File: src/rtl/sync_fifo_param.sv
// -----------------------------------------------------------------------------
// sync_fifo_param
//   Parametrised single-clock FIFO. Buffers bursty producer data for a consumer
//   in the same clock domain. Provides full/empty, programmable almost-full and
//   almost-empty thresholds, an occupancy count and one-cycle overflow/underflow
//   pulses for rejected requests.
//
//   Build option: define SYNC_FIFO_FWFT_EN for first-word-fall-through mode
//   (dout shows the head word combinationally, rd pops it). Without the macro,
//   dout is registered and a read has one clock of latency.
//
// Parameters
//   WIDTH      data word width in bits (>=1)
//   DEPTH      number of entries, power of two, >=4
//   AFULL_TH   almost_full  when count >= AFULL_TH
//   AEMPTY_TH  almost_empty when count <= AEMPTY_TH
//
// Ports
//   clk           rising-edge clock
//   rst_n         asynchronous active-low reset
//   wr, din       write request and data, sampled at posedge clk
//   rd            read request, sampled at posedge clk
//   dout          read data
//   full, empty   count == DEPTH / count == 0 (registered)
//   almost_full   count >= AFULL_TH (registered)
//   almost_empty  count <= AEMPTY_TH (registered)
//   count         occupancy 0..DEPTH
//   overflow      one-cycle pulse: write rejected
//   underflow     one-cycle pulse: read rejected
//   wrptr, rdptr  next write / read address
// -----------------------------------------------------------------------------
module sync_fifo_param #(
    parameter int WIDTH     = 16,
    parameter int DEPTH     = 16,
    parameter int AFULL_TH  = 12,
    parameter int AEMPTY_TH = 4,
    localparam int AW       = $clog2(DEPTH)
) (
    input  logic             clk,
    input  logic             rst_n,
    input  logic             wr,
    input  logic             rd,
    input  logic [WIDTH-1:0] din,
    output logic [WIDTH-1:0] dout,
    output logic             full,
    output logic             empty,
    output logic             almost_full,
    output logic             almost_empty,
    output logic [AW:0]      count,
    output logic             overflow,
    output logic             underflow,
    output logic [AW-1:0]    wrptr,
    output logic [AW-1:0]    rdptr
);

    localparam logic [AW:0] FULL_CNT = (AW+1)'(DEPTH);
    localparam logic [AW:0] AF_CNT   = (AW+1)'(AFULL_TH);
    localparam logic [AW:0] AE_CNT   = (AW+1)'(AEMPTY_TH);

    logic [WIDTH-1:0] mem [DEPTH];
    logic             rd_ok;
    logic             wr_ok;
    logic [AW:0]      count_nxt;

    // A write into a full FIFO is allowed only when a read frees a slot in the
    // same cycle; a read from an empty FIFO is always rejected.
    always_comb begin
        rd_ok     = rd & ~empty;
        wr_ok     = wr & (~full | rd_ok);
        count_nxt = count;
        if (wr_ok && !rd_ok) begin
            count_nxt = count + (AW+1)'(1);
        end else if (rd_ok && !wr_ok) begin
            count_nxt = count - (AW+1)'(1);
        end
    end

    // Control state: pointers, occupancy, flags and error pulses. Flags are
    // computed from the next count so they change on the same edge as count.
    always_ff @(posedge clk or negedge rst_n) begin
        if (!rst_n) begin
            wrptr        <= '0;
            rdptr        <= '0;
            count        <= '0;
            full         <= 1'b0;
            empty        <= 1'b1;
            almost_full  <= 1'b0;
            almost_empty <= 1'b1;
            overflow     <= 1'b0;
            underflow    <= 1'b0;
        end else begin
            if (wr_ok) begin
                wrptr <= wrptr + AW'(1);
            end
            if (rd_ok) begin
                rdptr <= rdptr + AW'(1);
            end
            count        <= count_nxt;
            full         <= (count_nxt == FULL_CNT);
            empty        <= (count_nxt == '0);
            almost_full  <= (count_nxt >= AF_CNT);
            almost_empty <= (count_nxt <= AE_CNT);
            overflow     <= wr & ~wr_ok;
            underflow    <= rd & ~rd_ok;
        end
    end

    // Storage is deliberately not reset.
    always_ff @(posedge clk) begin
        if (wr_ok) begin
            mem[wrptr] <= din;
        end
    end

`ifdef SYNC_FIFO_FWFT_EN
    // Head word is presented directly; zero while nothing is stored.
    always_comb begin
        dout = '0;
        if (!empty) begin
            dout = mem[rdptr];
        end
    end
`else
    // Registered read port; holds its last value when no read is accepted.
    always_ff @(posedge clk or negedge rst_n) begin
        if (!rst_n) begin
            dout <= '0;
        end else if (rd_ok) begin
            dout <= mem[rdptr];
        end
    end
`endif

endmodule
File: config.mk
export PLATFORM = sky130hd
export DESIGN_NAME = sync_fifo_param
export DESIGN_NICKNAME = d
export VERILOG_FILES = /design/src/rtl/sync_fifo_param.sv
export SDC_FILE = /design/constraint.sdc
export NUM_CORES = 1
export LEC_CHECK = 0
export CAP_MARGIN = 20
export CORE_MARGIN = 2
export CORE_UTILIZATION = 48
export CTS_BUF_LIST = sky130_fd_sc_hd__clkbuf_4
export CTS_CLUSTER_DIAMETER = 40
export DETAILED_ROUTE_END_ITERATION = 10
export PLACE_DENSITY = 0.63
export SYNTH_ARGS = -nofsm -noshare
export SYNTH_HDL_FRONTEND = slang
export SYNTH_SLANG_ARGS = --single-unit
File: constraint.sdc
create_clock -name clk -period 7 [get_ports clk]
set_input_delay 0.7 -clock clk [delete_from_list [all_inputs] [get_ports clk]]
set_output_delay 0.7 -clock clk [all_outputs]
set_load 0.01 [all_outputs]
==> summary.txt, run 1 <==
Run status
  – Result of the run: finished, final reports clean

Floorplan
  – Die height: 159.0 um
  – Die Width: 159.0 um
  – Core outline area: 23,540 um2
  – Overall die area: between 20,000 and 30,000 um2
  – Starting density of the core: 48.96%
  – I/O pin count: 55
  – Std-Cell Rows: 56

Worst setup path
  – Critical Path Start Type: register
  – Crit-path max FO: 60
  – Critical path start-end classification: register to output pin
  – Required arrival time at the worst endpoint: 6.30 ns
  – Kind of end point of the critical path: output pin
  – CP Data Arrival Time: 3.01 ns

Synth
  – Area fraction in compound gates after synthesis: 5.471%
  – Cell with the most instances after synthesis: sky130_fd_sc_hd__edfxtp_1
  – Area fraction of the dominant cell type after synthesis: 66.69%
  – Net Count, Synth: 699
  – Simple-Gate Fraction of Synth Area: about 5%
  – Synth warnings: 0
  – Count of different cell masters after synthesis: 50
  – Async set or reset register ratio after synthesis: between 10% and 20%
  – Register area share after synthesis: 74.31%
  – Top cells by area in the synthesized netlist: sky130_fd_sc_hd__edfxtp_1, sky130_fd_sc_hd__mux2i_1, sky130_fd_sc_hd__dfrtp_1
  – Synthesized area per cell: 17.15 um2
  – Cell area after technology mapping: 11,530 um2
  – Multiplexer area fraction after synthesis: 11.27%
  – XOR/XNOR share of the synthesized area: less than 1%
  – Synthesized-area fraction occupied by adder cells: 0.7598%
  – Synth area leader: sky130_fd_sc_hd__edfxtp_1
  – Commonest cells post-synth: sky130_fd_sc_hd__edfxtp_1, sky130_fd_sc_hd__mux2i_1, sky130_fd_sc_hd__a22oi_1
  – Dominant combinational cell family by area after synthesis: multiplexers
  – Seq cells post-synth: 291
  – Syn Inst Count: about 670
  – Number of enable-type register cells in the synthesized netlist: 256
  – Main synth FF type: sky130_fd_sc_hd__edfxtp_1

Timing
  – Hold WS: roughly 0.16 ns
  – Max frequency: 269.6 MHz
  – Final setup violation count: 0
  – Final period util: between 50% and 60%
  – Max-slew violations: 0
  – Pin slew with the least headroom to its limit: about 1.0 ns
  – Max-slew headroom at the worst pin: 31.83%
  – Final hold vios: 0
  – Shortest clock period the worst path allows after layout: 3.709 ns
  – RSZ-0062 raised after global routing: false
  – Final sum of negative setup slack: 0 ns
  – Final Skew: 0.03377 ns

GRT
  – Maximum number of pins on one net before global-route repair: 61
  – Antenna violations before repair: 1
  – Leftover overflow at the end of global routing: 0
  – Wire length of the first global-routing pass: 40,080 um
  – Vias in the first global route: between 6,000 and 7,000
  – Total track usage: 21.70%

CTS
  – Clock sinks: 291
  – Clock slew seen by the registers of the worst setup and hold paths: 0.06 ns
  – Post-CTS Setup Bufs: 0
  – Deepest level of the CTS H-tree: 3
  – CTS Buffer Depth: 3
  – Clock root cell: sky130_fd_sc_hd__clkbuf_4
  – Number of hold buffers added after cts: 0
  – CTS tree: done
  – Number of buffers created by CTS: 75
  – Count of instances resized after the clock tree is built: 0
  – Skew-Pair Late Insertion Delay: between 0.6 and 0.7 ns

Drt
  – Final routed wirelength across all metal layers: 27,390 um
  – Remaining DRCs: 0
  – Detailed-route vias per instance: 5.568
  – Pre-Repair DR Iteration Count: 5
  – Routed Antenna Nets: 0
  – First DRT Iteration DRCs: 802
  – Average wire per standard cell: approximately 24 um
  – Total vias in the final route: 6,409

Pwr
  – VDD IR max: about 0.20 mV
  – Pwr/cell area: 408.2 nW/um2
  – LEAKAGE: 4.744 nW
  – Final Power: 5.420 mW

Cells and area
  – FILL cells: 1,894
  – Area of combinational cells with multiple inputs: 2703 um2
  – Share of cells above drive strength 1: approximately a fifth
  – Sequential cell area: 8569 um2
  – Layout Nets: 801
  – Non-Filler Instances: roughly 1,200
  – P&R area growth vs syn: 15.18%

Placement
  – Cells after DPL: 1,015
  – RD Place Congestion: slightly above 0.9
  – Buffers added on ports: 54
  – HPWL after detailed placement: between 15,000 and 20,000 um

Job
  – # Max-Cap Violations: 0

Hold path
  – Min-delay worst type: input pin to async pin
-- where the power goes --
part           internal [mW]  total, mW  switching (mW)
sequential              2.14       2.40           0.261
combinational          0.669       1.57           0.901
clock                  0.796       1.45           0.650
-- cells in the final DEF (no fill, tap or decap), types with 3 or more instances in the layout --
| master | instances |
|---|---|
| sky130_fd_sc_hd__edfxtp_1 | 256 |
| sky130_fd_sc_hd__mux2i_1 | 123 |
| sky130_fd_sc_hd__clkbuf_4 | 117 |
| sky130_fd_sc_hd__clkdlybuf4s50_1 | 53 |
| sky130_fd_sc_hd__a22oi_1 | 38 |
| sky130_fd_sc_hd__nand2_1 | 34 |
| sky130_fd_sc_hd__dfrtp_1 | 32 |
| sky130_fd_sc_hd__nand3_1 | 24 |
| sky130_fd_sc_hd__nand4_1 | 12 |
| sky130_fd_sc_hd__a21oi_1 | 11 |
| sky130_fd_sc_hd__clkinv_1 | 9 |
| sky130_fd_sc_hd__buf_4 | 9 |
| sky130_fd_sc_hd__xnor2_1 | 8 |
| sky130_fd_sc_hd__and3_1 | 8 |
| sky130_fd_sc_hd__ha_1 | 7 |
| sky130_fd_sc_hd__o21ai_1 | 6 |
| sky130_fd_sc_hd__and2_1 | 6 |
| sky130_fd_sc_hd__inv_1 | 5 |
| sky130_fd_sc_hd__a22o_1 | 5 |
| sky130_fd_sc_hd__a221oi_1 | 5 |
| sky130_fd_sc_hd__a221o_1 | 5 |
| sky130_fd_sc_hd__inv_2 | 5 |
| sky130_fd_sc_hd__and4_1 | 4 |
| sky130_fd_sc_hd__a2111oi_1 | 4 |
| sky130_fd_sc_hd__nand2b_1 | 3 |
| sky130_fd_sc_hd__mux2_2 | 3 |
| sky130_fd_sc_hd__mux2_1 | 3 |
-- flip-flops by register name, indices dropped and copies added, names as in the netlist --
register      cells
mem             256
almost_empty      1
count             5
empty             1
dout             16
underflow         1
full              1
overflow          1
rdptr             4
wrptr             4
almost_full       1
-- worst max-delay path, cell delays in order, from the launching register on --
cell and delay (ns):
sky130_fd_sc_hd__dfrtp_4 1.08, sky130_fd_sc_hd__buf_4 0.62, sky130_fd_sc_hd__clkdlybuf4s50_1 0.65
-- layout make-up --
type	count	share of cell area (%)
Tap cell	319	3.006
Clock inverter	17	0.6973
Multi-Input combinational cell	337	20.35
Inverter	5	0.1413
Sequential cell	291	64.54
Clock buffer	117	6.615
Antenna cell	1	0.01885
Timing Repair Buffer	64	4.627
-- metrics by stage --
step           worst slack [ns]  utilization [%]  area, um2
6_report                  3.291            56.40      13280
2_1_floorplan             4.068                -      11530
3_3_place_gp              3.280            52.22      12290
3_5_place_dp              3.140            52.22      12290
4_1_cts                   3.189            56.34      13260
5_1_grt                   3.114            56.40      13280
-- path summary, 6_finish.rpt --
kind                           from       end  slack [ns]  cells after the start
min in group clk            dout[2]   dout[2]        0.50                      2
max in group asynchronous     rst_n  rdptr[1]        6.20                      1
setup reg to reg           rdptr[1]  dout[12]        3.75                      6
setup / recovery           rdptr[1]  rdptr[1]        3.29                      2
hold / removal                rst_n   dout[9]        0.16                      1
hold reg to reg             dout[2]   dout[2]        0.50                      2
-- kinds of logic (layout without fill, tap and decap cells) --
logic type,count (synthesis),in the layout
DFF,291,291
buffers and inverters,44,203
and+or+nand+nor,108,108
xor gates and xnor gates,10,10
AOI/OAI and AO/OA,83,83
other,0,1
muxes,129,129
adders and majority gates,7,7
-- metal layers --
metal  vias up  routed length, um  track usage [%]
li1       2906                  -                -
met1      3191              12570            32.41
met2       283              12210            31.58
met3        29               2242            5.262
met4         0                371            7.149
met5         -                  0                0
Power figures use the tool's default switching activity.
==> inputs of run 2 (changes only) <==
--- a/config.mk
+++ b/config.mk
@@ -11,7 +11,7 @@
 export CTS_BUF_LIST = sky130_fd_sc_hd__clkbuf_4
 export CTS_CLUSTER_DIAMETER = 40
 export DETAILED_ROUTE_END_ITERATION = 10
-export PLACE_DENSITY = 0.63
+export PLACE_DENSITY = 0.65
 export SYNTH_ARGS = -nofsm -noshare
 export SYNTH_HDL_FRONTEND = slang
 export SYNTH_SLANG_ARGS = --single-unit
==> constraint.sdc (replaced) <==
create_clock -name clk -period 3.2 [get_ports clk]
set_input_delay 0.32 -clock clk [delete_from_list [all_inputs] [get_ports clk]]
set_output_delay 0.32 -clock clk [all_outputs]
set_load 0.01 [all_outputs]
==> summary.txt, run 2 (synthesis results as in run 1) <==
Drt
  – Average wire per standard cell: 22.25 um
  – Pre-Repair DR Iteration Count: 5
  – Routed Antenna Nets: 0
  – First DRT Iteration DRCs: roughly 480
  – Final routed wirelength across all metal layers: approximately 26,000 um
  – Detailed-route vias per instance: ~5.5
  – Total vias in the final route: 6,480
  – Remaining DRCs: 0

Placement
  – Cells after DPL: 1,042
  – HPWL after detailed placement: 15,710 um
  – Buffers added on ports: 54
  – RD Place Congestion: 0.8270

GRT
  – Total track usage: between 20% and 30%
  – Antenna violations before repair: 1
  – Vias in the first global route: 6,845
  – Leftover overflow at the end of global routing: 0
  – Wire length of the first global-routing pass: 39,830 um
  – Maximum number of pins on one net before global-route repair: 68

Cells and area
  – P&R area growth vs syn: 16.35%
  – Fraction of the core area covered by cells at the end of the flow: 56.97%
  – Layout Nets: about 830
  – Share of cells above drive strength 1: roughly a fifth
  – Most common cell after layout, fill and taps aside: sky130_fd_sc_hd__edfxtp_1
  – FILL cells: between 1,500 and 2,000
  – Reg with most FFs: mem
  – Non-Filler Instances: approximately 1,200
  – Biggest registers after layout: mem (256), dout (16), count (5)
  – Commonest non-fill, non-tap cells in the layout: sky130_fd_sc_hd__edfxtp_1, sky130_fd_sc_hd__mux2i_1, sky130_fd_sc_hd__clkbuf_4
  – Flip-flop count of the largest register, all copies and words added: 256

Floorplan
  – Starting density of the core: between 40 and 50%
  – Die height: 159.0 um
  – Overall die area: 25,270 um2
  – I/O pin count: 55
  – Std-Cell Rows: 56
  – Core outline area: 23,540 um2
  – Die Width: 159.0 um

Job
  – # Max-Cap Violations: 0

Worst setup path
  – Required arrival time at the worst endpoint: 2.88 ns
  – Kind of end point of the critical path: output pin
  – Cell Chain, Critical Path: buf_4 > clkdlybuf4s50_1
  – Reg-to-Reg End: mem[3][14]
  – CP Data Arrival Time: 2.23 ns
  – Critical path start-end classification: register to output pin
  – Worst reg2reg startpoint: empty
  – Number of cell instances on the worst register-to-register path: 5
  – Crit-path max FO: 18
  – Critical Path Start Type: register
  – Delay contributed by the slowest stage of the critical path: 0.61 ns
  – Slowest cell on the critical path: sky130_fd_sc_hd__dfrtp_4
  – Reg2reg setup slack: roughly 0.94 ns

CTS
  – Number of buffers created by CTS: 74
  – Skew-Pair Late Insertion Delay: 0.66 ns
  – CTS Buffer Depth: 3
  – Deepest level of the CTS H-tree: 3
  – Count of instances resized after the clock tree is built: 0
  – Clock sinks: 291
  – Clock root cell: sky130_fd_sc_hd__clkbuf_4
  – CTS tree: done
  – Clock slew seen by the registers of the worst setup and hold paths: 0.06 ns

Hold path
  – Worst hold path startpoint: rd
  – End of the worst hold path: underflow
  – Instance count along the most critical hold path: 2
  – Min-delay worst type: input pin to register

Timing
  – Final period util: between 70% and 80%
  – Final Skew: 0.02852 ns
  – Final hold vios: 0
  – Shortest clock period the worst path allows after layout: 2.552 ns
  – Final setup violation count: 0
  – Max frequency: 391.8 MHz
  – Max-slew headroom at the worst pin: a little over a third
  – Max-slew violations: 0
  – Pin slew with the least headroom to its limit: 0.9750 ns
  – Final sum of negative setup slack: 0 ns
  – RSZ-0062 raised after global routing: false

Pwr
  – VDD IR max: around 0.63 mV
  – Final Power: roughly 12 mW
  – Pwr/cell area: 862.1 nW/um2
  – LEAKAGE: 4.836 nW

Run status
  – Result of the run: finished, final reports clean
==> run 2: changes by cell type in the layout (fill, tap and decap cells not counted), moves of 3 or more <==
cell                       change
sky130_fd_sc_hd__buf_4        +26
sky130_fd_sc_hd__clkbuf_4      -7
sky130_fd_sc_hd__clkinv_1      +5
sky130_fd_sc_hd__inv_2         -3
==> run 2: what timing repair did <==
item / 4_1_cts / 5_1_grt
hold buffers: 1 / 0
setup buffers: 0 / 0
hold endpoints to repair: 33 / 0
==> run 2: worst max-delay path: cells and delay by family (launching register included) <==
family | cells | cell delay [ns]
buffers and inverters | 2 | 0.96
DFF | 1 | 0.61
==> run 2: report_power, final <==
| part | total [mW] | leakage (nW) | internal (mW) | switching (mW) |
|---|---|---|---|---|
| combinational | 3.57 | 1.56 | 1.53 | 2.03 |
| sequential | 5.05 | 2.73 | 4.69 | 0.364 |
| clock | 2.95 | 0.540 | 1.56 | 1.38 |
| total | 11.6 | 4.84 | 7.78 | 3.78 |
==> run 2: how the worst max path moves through the flow <==
stage | start | endpoint | depth (start not counted)
2_1_floorplan | empty | mem[7][0] | 5
3_3_place_gp | wr | mem[3][15] | 5
3_5_place_dp | wr | mem[3][4] | 5
4_1_cts | rdptr[1] | rdptr[1] | 2
5_1_grt | rdptr[1] | rdptr[1] | 2
6_report | rdptr[1] | rdptr[1] | 2
==> run 2: metal layers <==
layer / vias to the layer above / track usage, % / share of wire [%]
met5: - / 0 / 0
met4: 0 / 7.810 / 1.8
met3: 38 / 4.663 / 6.2
met2: 244 / 34.10 / 49
met1: 3245 / 28.02 / 43
li1: 2953 / - / -
==> run 2: per-stage QoR <==
stage	hold slack (ns)	cell area, um2	worst slack, ns
after floorplan	0.02441	11530	0.4994
after global placement	0.4875	12510	0.6830
after detailed placement	0.4765	12510	0.5393
after CTS	0.2828	13410	0.6061
after global routing	0.3070	13410	0.5564
final	0.3199	13410	0.6477
==> run 2: final cells by class <==
type / count / area [um2] / share of cell area [%]
well taps: 319 / 399.1 / 2.976
diodes: 1 / 2.502 / 0.01866
repair buffers: 91 / 828.3 / 6.176
inverters: 5 / 18.77 / 0.1399
clock buffers: 110 / 825.8 / 6.157
multi-input cells: 337 / 2703 / 20.15
flip-flops and latches: 291 / 8569 / 63.90
clock inverters: 17 / 65.06 / 0.4851
==> inputs of run 3 (changes only) <==
--- a/config.mk
+++ b/config.mk
@@ -11,7 +11,7 @@
 export CTS_BUF_LIST = sky130_fd_sc_hd__clkbuf_4
 export CTS_CLUSTER_DIAMETER = 40
 export DETAILED_ROUTE_END_ITERATION = 10
-export PLACE_DENSITY = 0.65
+export PLACE_DENSITY = 0.63
 export SYNTH_ARGS = -nofsm -noshare
 export SYNTH_HDL_FRONTEND = slang
 export SYNTH_SLANG_ARGS = --single-unit
==> constraint.sdc (replaced) <==
create_clock -name clk -period 2.65 [get_ports clk]
set_input_delay 0.265 -clock clk [delete_from_list [all_inputs] [get_ports clk]]
set_output_delay 0.265 -clock clk [all_outputs]
set_load 0.01 [all_outputs]
==> summary.txt, run 3 (synthesis results as in run 1) <==
Timing
  – Pin slew with the least headroom to its limit: 0.9529 ns
  – Shortest clock period the worst path allows after layout: roughly 2.4 ns
  – Final Skew: 0.05408 ns
  – Final setup violation count: 0
  – Max-slew violations: 0
  – RSZ-0062 raised after global routing: false
  – Worst setup slack after layout: roughly 0.21 ns
  – Final hold vios: 0
  – Max frequency: a little over 400 MHz
  – Final sum of negative setup slack: 0 ns
  – Max-slew headroom at the worst pin: 36.27%
  – Final period util: 92.05%

Worst setup path
  – CP Data Arrival Time: 2.17 ns
  – Crit path from: rdptr[1]
  – Cell Chain, Critical Path: buf_12 > buf_12 > clkdlybuf4s50_1
  – WP depth: 3
  – Number of cell instances on the worst register-to-register path: 5
  – Top delay family on crit path: buffers and inverters
  – Required arrival time at the worst endpoint: 2.38 ns
  – Slowest cell on the critical path: sky130_fd_sc_hd__clkdlybuf4s50_1
  – Reg-to-Reg End: dout[8]
  – Delay contributed by the slowest stage of the critical path: 0.56 ns
  – Critical path capture point: rdptr[1]
  – Most repeated library cell on the critical path: sky130_fd_sc_hd__buf_12
  – Total buffers and inverters traversed by the critical path: 3
  – Critical Path Start Type: register
  – Kind of end point of the critical path: output pin
  – Reg2reg setup slack: between 0.2 and 0.3 ns
  – Crit-path max FO: 30
  – Worst reg2reg startpoint: rdptr[0]
  – Critical path start-end classification: register to output pin

Pwr
  – Switching power of the nets: between 4 and 5 mW
  – Switching part of the total power: 33.60%
  – VDD IR max: roughly 0.66 mV
  – Final Power: roughly 15 mW
  – LEAKAGE: between 4 and 5 nW
  – Gate power share: 32.1%
  – Part of the power in the clock network: 26.5%
  – Internal power: between 9 and 10 mW
  – Pwr/cell area: around 1100 nW/um2
  – Share of power burned in registers: 41.4%

Placement
  – Standard cell area after detailed placement: approximately 13,000 um2
  – Setup Slack @ Placement: 0.3312 ns
  – Buffers added on ports: 54
  – HPWL after detailed placement: ~18,000 um
  – RD Place Congestion: 0.8324

Cells and area
  – FILL cells: 1,806
  – Most common cell after layout, fill and taps aside: sky130_fd_sc_hd__edfxtp_1
  – Share of cells above drive strength 1: 20.39%
  – P&R area growth vs syn: 17.88%
  – Flip-flop count of the largest register, all copies and words added: 256
  – Biggest registers after layout: mem (256), dout (16), count (5)
  – Reg with most FFs: mem
  – Commonest non-fill, non-tap cells in the layout: sky130_fd_sc_hd__edfxtp_1, sky130_fd_sc_hd__mux2i_1, sky130_fd_sc_hd__clkbuf_4
  – Final Cell Area: 13,590 um2
  – Layout Nets: 832

Hold path
  – Worst hold path startpoint: rd
  – Min-delay worst type: input pin to register

CTS
  – Clock slew seen by the registers of the worst setup and hold paths: 0.07 ns
  – Deepest level of the CTS H-tree: 3
  – CTS tree: done
  – CTS Buffer Depth: 3
  – Clock sinks: 291
  – Number of buffers created by CTS: 76
  – Count of instances resized after the clock tree is built: 0
  – Clock root cell: sky130_fd_sc_hd__clkbuf_4
  – Skew-Pair Late Insertion Delay: just under 0.7 ns

Floorplan
  – Starting density of the core: between 40% and 50%
  – Std-Cell Rows: 56
  – Die height: around 160 um
  – Overall die area: 25,270 um2
  – I/O pin count: 55
  – Die Width: 159.0 um
  – Core outline area: 23,540 um2

Drt
  – Average wire per standard cell: 23.95 um
  – Detailed-route vias per instance: 5.625
  – Total vias in the final route: 6,688
  – Final routed wirelength across all metal layers: 28,470 um
  – Pre-Repair DR Iteration Count: 5
  – Routed Antenna Nets: 0
  – First DRT Iteration DRCs: 739
  – Remaining DRCs: 0

GRT
  – Maximum number of pins on one net before global-route repair: 36
  – Total track usage: about 23%
  – Vias in the first global route: 6,620
  – Leftover overflow at the end of global routing: 0
  – Wire length of the first global-routing pass: 41,620 um
  – Antenna violations before repair: 1

Job
  – # Max-Cap Violations: 0

Run status
  – Result of the run: finished, final reports clean
==> run 3: worst min path at each step <==
stage	slack [ns]	cells after the start	to
floorplan	-0.03	0	almost_full
global placement	0.42	1	dout[1]
detailed placement	0.46	1	dout[1]
CTS	0.19	2	underflow
global route	0.25	2	underflow
finish	0.24	2	underflow
==> run 3: repair_timing <==
item / 4_1_cts / 5_1_grt
endpoints found under the hold margin: 33 / 0
hold buffers: 1 / 0
setup endpoints to repair: 1 / 0
buffers inserted: 2 / 0
==> run 3: layer usage <==
metal	share of wire, %	track usage, %	wire [um]	vias to the layer above
met5	0	0	0	-
met4	2.3	7.851	649	0
met3	9.9	5.626	2811	46
met2	44	33.15	12420	366
met1	44	33.49	12590	3296
li1	-	-	-	2980
==> run 3: power groups by stage <==
| stage | combinational [mW] | clock [mW] | sequential [mW] |
|---|---|---|---|
| 6_report | 4.70 | 3.87 | 6.07 |
| 5_1_grt | 5.00 | 4.20 | 6.13 |
| 4_1_cts | 4.68 | 3.97 | 6.05 |
| 3_5_place_dp | 4.53 | 0 | 6.24 |
| 3_3_place_gp | 4.46 | 0 | 6.21 |
| 2_1_floorplan | 2.82 | 0 | 6.10 |
==> run 3: through the flow <==
step | util (%) | instances | hold slack, ns
global placement | 53.32 | 1043 | 0.4208
detailed placement | 53.32 | 1043 | 0.4559
global route | 57.71 | 1188 | 0.2499
floorplan | - | 672 | -0.03059
finish | 57.72 | 1189 | 0.2446
CTS | 57.70 | 1187 | 0.1948
==> run 3: layout make-up <==
class / instances / area [um2] / share of cell area (%)
multi-input cells: 337 / 2703 / 19.89
clock inverters: 32 / 178.9 / 1.317
repair buffers: 94 / 895.9 / 6.593
well taps: 319 / 399.1 / 2.937
flip-flops and latches: 291 / 8569 / 63.07
inverters: 5 / 18.77 / 0.1381
diodes: 2 / 5.005 / 0.03683
clock buffers: 109 / 818.3 / 6.022
==> run 3: worst reg2reg max path, delay by kind of cell (launching register included) <==
kind	cells	cell delay, ns
compound gates	3	0.74
buf+inv	1	0.38
flops	1	0.49
simple gates	1	0.61
